`src/rtl/multicycle_ctrl.sv`:
```
`default_nettype none
// ============================================================================
// Module      : multicycle_ctrl
// Description : Control FSM for a multicycle RV32I-style datapath. It sequences
//               fetch, decode, execute, memory and write-back steps. It also
//               drives the datapath enables, the mux selects and a one-cycle
//               retire pulse for each completed instruction. An unknown opcode
//               parks the FSM in TRAP until reset.
// Ports       : clk, resetn (asynchronous, active-low)
//               opcode[6:0]   - instruction opcode field
//               mem_ready     - memory completes the pending access this cycle
//               branch_taken  - branch-condition result from the datapath
//               pc_write, ir_write, mem_req, mem_we, reg_write - enables
//               adr_src, alu_src_a, alu_src_b, alu_op, result_src - selects
//               retire, trap  - instruction complete / illegal-opcode flag
//               state[3:0]    - current state encoding, for debug
// Revision    : 1.0 - initial release
// ============================================================================
module multicycle_ctrl (
    input  logic       clk,
    input  logic       resetn,
    input  logic [6:0] opcode,
    input  logic       mem_ready,
    input  logic       branch_taken,
    output logic       pc_write,
    output logic       ir_write,
    output logic       mem_req,
    output logic       mem_we,
    output logic       reg_write,
    output logic       adr_src,
    output logic [1:0] alu_src_a,
    output logic [1:0] alu_src_b,
    output logic [1:0] alu_op,
    output logic [1:0] result_src,
    output logic       retire,
    output logic       trap,
    output logic [3:0] state
);

    typedef enum logic [3:0] {
        S_FETCH    = 4'd0,
        S_DECODE   = 4'd1,
        S_MEMADR   = 4'd2,
        S_MEMREAD  = 4'd3,
        S_MEMWB    = 4'd4,
        S_MEMWRITE = 4'd5,
        S_EXECR    = 4'd6,
        S_EXECI    = 4'd7,
        S_ALUWB    = 4'd8,
        S_BRANCH   = 4'd9,
        S_JAL      = 4'd10,
        S_JALR     = 4'd11,
        S_LINK     = 4'd12,
        S_LUI      = 4'd13,
        S_AUIPC    = 4'd14,
        S_TRAP     = 4'd15
    } state_t;

    localparam logic [6:0] c_OP_LOAD   = 7'b0000011;
    localparam logic [6:0] c_OP_STORE  = 7'b0100011;
    localparam logic [6:0] c_OP_RTYPE  = 7'b0110011;
    localparam logic [6:0] c_OP_ITYPE  = 7'b0010011;
    localparam logic [6:0] c_OP_JAL    = 7'b1101111;
    localparam logic [6:0] c_OP_JALR   = 7'b1100111;
    localparam logic [6:0] c_OP_BRANCH = 7'b1100011;
    localparam logic [6:0] c_OP_LUI    = 7'b0110111;
    localparam logic [6:0] c_OP_AUIPC  = 7'b0010111;

    state_t r_state;
    // Clear while in reset and set by the first clk edge after release. It
    // keeps every output quiet until that edge, so the first FETCH (and its
    // mem_req) starts on a clock edge and not on the resetn edge itself.
    logic   r_run;

    always_ff @(posedge clk or negedge resetn) begin
        if (!resetn) begin
            r_state <= S_FETCH;
            r_run   <= 1'b0;
        end else begin
            r_run <= 1'b1;
            if (r_run) begin
                case (r_state)
                    S_FETCH:    if (mem_ready) r_state <= S_DECODE;
                    S_DECODE: begin
                        case (opcode)
                            c_OP_LOAD,
                            c_OP_STORE:  r_state <= S_MEMADR;
                            c_OP_RTYPE:  r_state <= S_EXECR;
                            c_OP_ITYPE:  r_state <= S_EXECI;
                            c_OP_JAL:    r_state <= S_JAL;
                            c_OP_JALR:   r_state <= S_JALR;
                            c_OP_BRANCH: r_state <= S_BRANCH;
                            c_OP_LUI:    r_state <= S_LUI;
                            c_OP_AUIPC:  r_state <= S_AUIPC;
                            default:     r_state <= S_TRAP;
                        endcase
                    end
                    S_MEMADR:   r_state <= (opcode == c_OP_LOAD) ? S_MEMREAD : S_MEMWRITE;
                    S_MEMREAD:  if (mem_ready) r_state <= S_MEMWB;
                    S_MEMWB:    r_state <= S_FETCH;
                    S_MEMWRITE: if (mem_ready) r_state <= S_FETCH;
                    S_EXECR,
                    S_EXECI:    r_state <= S_ALUWB;
                    S_ALUWB:    r_state <= S_FETCH;
                    S_BRANCH:   r_state <= S_FETCH;
                    S_JAL,
                    S_JALR:     r_state <= S_LINK;
                    S_LINK:     r_state <= S_ALUWB;
                    S_LUI,
                    S_AUIPC:    r_state <= S_ALUWB;
                    S_TRAP:     r_state <= S_TRAP;
                    default:    r_state <= S_TRAP;
                endcase
            end
        end
    end

    // Outputs decode from the state register. FETCH, MEMWRITE and BRANCH also
    // use mem_ready / branch_taken in the same cycle. Because of that, these
    // outputs cannot come from an extra register stage. Gating with r_run
    // forces them low as soon as resetn falls, including in the middle of a
    // memory wait.
    always_comb begin
        pc_write   = 1'b0;
        ir_write   = 1'b0;
        mem_req    = 1'b0;
        mem_we     = 1'b0;
        reg_write  = 1'b0;
        adr_src    = 1'b0;
        alu_src_a  = 2'b00;
        alu_src_b  = 2'b00;
        alu_op     = 2'b00;
        result_src = 2'b00;
        retire     = 1'b0;
        trap       = 1'b0;
        if (r_run) begin
            case (r_state)
                S_FETCH: begin
                    mem_req = 1'b1;
                    if (mem_ready) begin
                        // PC + 4 straight from the ALU into the PC
                        ir_write   = 1'b1;
                        pc_write   = 1'b1;
                        alu_src_b  = 2'b10;
                        result_src = 2'b10;
                    end
                end
                S_DECODE: begin
                    // oldPC + imm: branch/JAL target lands in ALU-out
                    alu_src_a = 2'b01;
                    alu_src_b = 2'b01;
                end
                S_MEMADR: begin
                    alu_src_a = 2'b10;
                    alu_src_b = 2'b01;
                end
                S_MEMREAD: begin
                    mem_req = 1'b1;
                    adr_src = 1'b1;
                end
                S_MEMWB: begin
                    reg_write  = 1'b1;
                    result_src = 2'b01;
                    retire     = 1'b1;
                end
                S_MEMWRITE: begin
                    mem_req = 1'b1;
                    mem_we  = 1'b1;
                    adr_src = 1'b1;
                    retire  = mem_ready;
                end
                S_EXECR: begin
                    alu_src_a = 2'b10;
                    alu_op    = 2'b10;
                end
                S_EXECI: begin
                    alu_src_a = 2'b10;
                    alu_src_b = 2'b01;
                    alu_op    = 2'b10;
                end
                S_ALUWB: begin
                    reg_write = 1'b1;
                    retire    = 1'b1;
                end
                S_BRANCH: begin
                    alu_src_a = 2'b10;
                    alu_op    = 2'b01;
                    pc_write  = branch_taken;
                    retire    = 1'b1;
                end
                S_JAL: begin
                    pc_write = 1'b1;
                end
                S_JALR: begin
                    alu_src_a  = 2'b10;
                    alu_src_b  = 2'b01;
                    result_src = 2'b10;
                    pc_write   = 1'b1;
                end
                S_LINK: begin
                    // oldPC + 4 is the link value written back in ALUWB
                    alu_src_a = 2'b01;
                    alu_src_b = 2'b10;
                end
                S_LUI: begin
                    alu_src_a = 2'b11;
                    alu_src_b = 2'b01;
                end
                S_AUIPC: begin
                    alu_src_a = 2'b01;
                    alu_src_b = 2'b01;
                end
                S_TRAP: begin
                    trap = 1'b1;
                end
                default: begin
                    trap = 1'b1;
                end
            endcase
        end
    end

    assign state = r_state;

endmodule
`default_nettype wire
```
`config.mk`:
```
export PLATFORM = sky130hd
export DESIGN_NAME = multicycle_ctrl
export DESIGN_NICKNAME = d
export VERILOG_FILES = /design/src/rtl/multicycle_ctrl.sv
export SDC_FILE = /design/constraint.sdc
export NUM_CORES = 1
export LEC_CHECK = 0
export CORE_ASPECT_RATIO = 0.9
export CORE_UTILIZATION = 25
export DETAILED_ROUTE_END_ITERATION = 10
export PLACE_DENSITY_LB_ADDON = 0.08
export SLEW_MARGIN = 20
export SYNTH_ARGS = -nofsm -noshare
export SYNTH_HDL_FRONTEND = slang
export SYNTH_SLANG_ARGS = --single-unit
```
`constraint.sdc`:
```
create_clock -name clk -period 2.26 [get_ports clk]
set_input_delay 0.226 -clock clk [delete_from_list [all_inputs] [get_ports clk]]
set_output_delay 0.226 -clock clk [all_outputs]
set_load 0.05 [all_outputs]
```
* After elaboration in Yosys (flattened, before gate mapping)
Cells that the tools add are included.
Operators by class: mux-type cells 32, equal/unequal tests 27, reduce and logical (&&, ||, !) cells 13
Operator list (number):
- 4-bit case mux with 9 select lines | 1
- 4-bit equality test (second input constant) | 8
- 4-bit case mux with 8 select lines | 1
- 7-bit by 6-bit equality test with 1-bit output (second input constant) | 3
- 7-bit equality test (second input constant) | 3
- 2-bit case mux with 3 select lines | 3
- 4-bit by 3-bit equality test with 1-bit output (second input constant) | 4
- 1-bit two-way mux | 15
- 7-bit by 5-bit equality test with 1-bit output (second input constant) | 2
- 4-bit two-way mux | 3
- 2-bit two-way mux | 5
- 2-bit OR reduction | 5
- 5-bit OR reduction | 2
- 3-bit OR reduction | 3
- 4-bit by 2-bit equality test with 1-bit output (second input constant) | 2
- 7-bit by 2-bit equality test with 1-bit output (second input constant) | 1
- 2-bit inequality test (second input constant) | 3
- 6-bit OR reduction | 1
- 4-bit by 1-bit equality test with 1-bit output (second input constant) | 1
- 4-bit zero test | 1
- 2-bit case mux with 2 select lines | 1
- 4-bit AND reduction | 1
- 3-bit two-way mux | 1
- 1-bit case mux with 3 select lines | 1
- 1-bit case mux with 2 select lines | 1
Word-level totals: logic and storage cells 74, output and inout port bits 20, flip-flop bits (word level) 5, bits of input ports 11

* Longest topological paths before layout
depth after elaboration 4, depth in mapped cells 6, depth with buffers taken out 5

* Worst setup path after synthesis
No wires, ideal clock.
path type reg-to-output, start register r_state[3], in the netlist state[3], end output port alu_op[0], path slack -564 ps, cell stages (with the launch flop) 4, buffers on the path 1, arrival 2598 ps, required time 2034 ps, cells stage by stage dfrtp_1 buf_2 inv_1 nor4_1
On the way: cells in the longest elaborated chain, start to end 4, elaborated cells between the ends (all ways) 6, those cells by class eq/ne: 3; mux: 2; reduce/logical: 1
RTL lines:
- start: declaration | line 69 | state_t r_state;
- start signal: assignment | line 98 | S_MEMADR: r_state <= (opcode == c_OP_LOAD) ? S_MEMREAD : S_MEMWRITE;
- 4-bit by 3-bit equality test with 1-bit output | line 137 | case (r_state)
- 2-bit OR reduction (no line)
- 2-bit case mux with 2 select lines * | line 137
- 2-bit two-way mux * | line 136 | if (r_run) begin
- end: declaration | line 33 | output logic [1:0] alu_op,
Mark *: on every way between the ends. The rest lies on a longest branch, timed or not.

* Final worst setup path
start register r_state[3], in the netlist state[3], end output port state[3]
RTL lines:
- end: declaration | line 37 | output logic [3:0] state
No word-level cell between the ends.

==> results_dict.tcl <==
set metrics [dict create \
    status "finished, final reports clean" \
    ys_seq_elements 5 \
    nNetsFinal 142 \
    core_area_um2 2489 \
    cts_tree "done" \
    grt_first_pass_wirelength_um 3249 \
    p_total_mw 1.510 \
    die_h_um 51.18 \
    synth_cells 99 \
    htreeDepth 1 \
    r2r-end "state[0]" \
    rsz0062_at_grt "no" \
    max_cap_viol_count 0 \
    hold_violations 0 \
    reg2reg_from "state[1]" \
    drtPass1Iterations 4 \
    cp_cell_sequence "clkdlybuf4s50_1" \
    finalWirelength_um 1949 \
    die_w_um 56.65 \
    worst_skew_pair.late_latency_ps 240 \
    clock_path_buffers 2 \
    num_vias 833 \
    cp_max_fo 14 \
    timing.final.crit_period_ps 2026 \
    fmax_ghz 0.4936 \
    grt-ovfl-total 0 \
    insertedDiodeCount 0 \
    clkSlewWorstSetupHoldPaths_ps 40 \
    numCtsBuffers 3 \
    reg2reg_slack_ps 570 \
    ys_warn_count 0 \
    min_path_type "in2async" \
    ys_seq_area_share_pct 18.62 \
    slew_violations 0 \
    worst_pin_slew_ps 518.4 \
    reg2reg_depth 6 \
    cts-root-buf "clkbuf_4" \
    synthTopCellsByArea "dfrtp_1 19%, a21oi_1 9.7%, nand2_1 9.5%" \
    syn_nets 110 \
    powerDensity_nw_per_um2 1372 \
    hold_buffers 0 \
    post_cts_buffers 0 \
    wl_per_cell_um 12.34 \
    crit_path_end_kind "primary output" \
    slew-limit-headroom_pct 65.44 \
    min_period_over_period_pct 89.65 \
    peakVddDrop_mv 0.6136 \
    holdWs_ps 200.4 \
    cp.arrival_ps 1800 \
    grt_pass1_vias 755 \
    dpl.hpwl_um 1560 \
    clock-sinks 5 \
    critPathTopFamily "buffers and inverters" \
    area_growth_syn_to_layout_pct 63.87 \
    num_rows 17 \
    grt_max_degree 15 \
    drtAntennaViolNets 0 \
    crit_required_ps 2030 \
    port_buffers 30 \
    post_drt_via_cell_ratio 5.272 \
    fillers 271 \
    start_util_pct 27.00 \
    io-pin-count 31 \
    setup_violations 0 \
    dieArea_um2 2899 \
    drive_above_1_share_pct 23.85 \
    cp_num_cells 1 \
    critPathMaxStageDelay_ps 900 \
    p_leak_nw 0.4538 \
    syn_avg_cell_area_um2 6.787 \
    crit_slowest_cell "clkdlybuf4s50_1" \
    globalplace.congestion 0.7692 \
    drc_errors 0 \
    yosysTopAreaCell "dfrtp_1" \
    synth.distinct_cells 36 \
    drt_iter0_markers 29 \
    critPathKind "reg2out" \
    antenna_found_initial 0 \
    fin_skew_ps 0.7027 \
    cts-resized-gates 0 \
    grt_use_total_pct 14.08 \
    synth_top_area_share_pct 18.62 \
    syn-cell-area_um2 671.9 \
    startpoint_type "flip-flop" \
    critPathBufInv 1 \
]
[worst reg2reg max path: stages (launching register included)]
cell	delay, ps
dfrtp_1	470
buf_4	210
xor2_1	170
a21oi_1	320
o31ai_4	120
o21ai_0	180
o21ai_1	80
[cell families after synthesis]
logic type / count (synthesis) / share of synthesized area [%]
other: 1 / 0.5581
AND/OR/NAND/NOR: 49 / 39.11
AO/OA/AOI/OAI: 31 / 31.10
XOR/XNOR: 3 / 3.911
buffers and inverters: 10 / 6.703
flip-flops: 5 / 18.62
[how the worst max path moves through the flow]
stage	end	startpoint	slack, ps
finish	state[3]	state[3]	230
global route	alu_src_b[0]	state[3]	110
CTS	state[3]	state[3]	210
detailed placement	state[1]	opcode[2]	360
global placement	state[1]	opcode[2]	380
floorplan	mem_we	state[3]	-130
[per-stage QoR]
step	setup slack [ps]	cell area (µm²)	utilization [%]	TNS, ps	std cells
detailed placement	359.4	1075	43.19	0	154
finish	233.9	1101	44.24	0	158
floorplan	-126.7	686.9	-	-238.6	99
global placement	381.2	1075	43.19	0	154
global route	114.0	1101	44.24	0	158
CTS	211.1	1101	44.24	0	158
[cells in the mapped netlist]
cell        n
a2111oi_0   1
a211oi_1    2
a21bo_1     1
a21boi_0    1
a21oi_1    13
a31oi_1     1
and3_1      4
and4b_2     1
buf_2       3
buf_4       1
clkbuf_1    2
clkinv_1    1
conb_1      1
dfrtp_1     5
inv_1       3
nand2_1    17
nand2b_1    2
nand3_1     5
nor2_1      7
nor2_2      1
nor2b_1     3
nor3_1      4
nor3b_1     1
nor4_1      1
nor4_4      1
o211a_1     1
o21a_1      2
o21ai_0     4
o21ai_1     1
o22ai_1     2
o22ai_2     1
o31ai_4     1
or4_1       1
or4_4       1
xnor2_1     2
xor2_1      1
[flip-flops by register name (all words and copies together), names as in the netlist]
name   count
r_run      1
state      4
[report_power, final]
group | internal, mW | leakage, nW | switching (mW) | total, mW
clock network | 0.0668 | 0.0150 | 0.0367 | 0.103
logic | 0.454 | 0.377 | 0.731 | 1.18
registers | 0.120 | 0.0620 | 0.102 | 0.222
total | 0.641 | 0.454 | 0.869 | 1.51
[cell type report]
class                   instances  area, µm²  area share, %
multi-input cells              84      516.7          46.93
repair buffers                 33      382.9          34.77
flip-flops and latches          5      125.1          11.36
well taps                      28      35.03          3.182
clock buffers                   4      26.28          2.386
inverters                       4      15.01          1.364
[cells in the final DEF (no fill, tap or decap), types with 2 or more instances in the layout]
cell / netlist / final
o21ai_0: 4 / 4
nor3_1: 4 / 4
nand2b_1: 2 / 2
nor2_1: 7 / 7
o22ai_1: 2 / 2
and3_1: 4 / 4
inv_1: 3 / 3
buf_12: 0 / 8
buf_4: 1 / 11
dfrtp_1: 5 / 5
a21oi_1: 13 / 13
xnor2_1: 2 / 2
clkbuf_4: 0 / 3
nand2_1: 17 / 17
nand3_1: 5 / 5
clkdlybuf4s50_1: 0 / 14
a211oi_1: 2 / 2
o21a_1: 2 / 2
nor2b_1: 3 / 3
[metal layers]
metal | track usage, % | routed length (µm) | vias up
li1 | - | - | 417
met2 | 25.10 | 990 | 27
met5 | 0 | 0 | -
met4 | 3.659 | 12 | 0
met1 | 17.13 | 858 | 387
met3 | 3.038 | 87 | 2
Power figures use the tool's default switching activity.
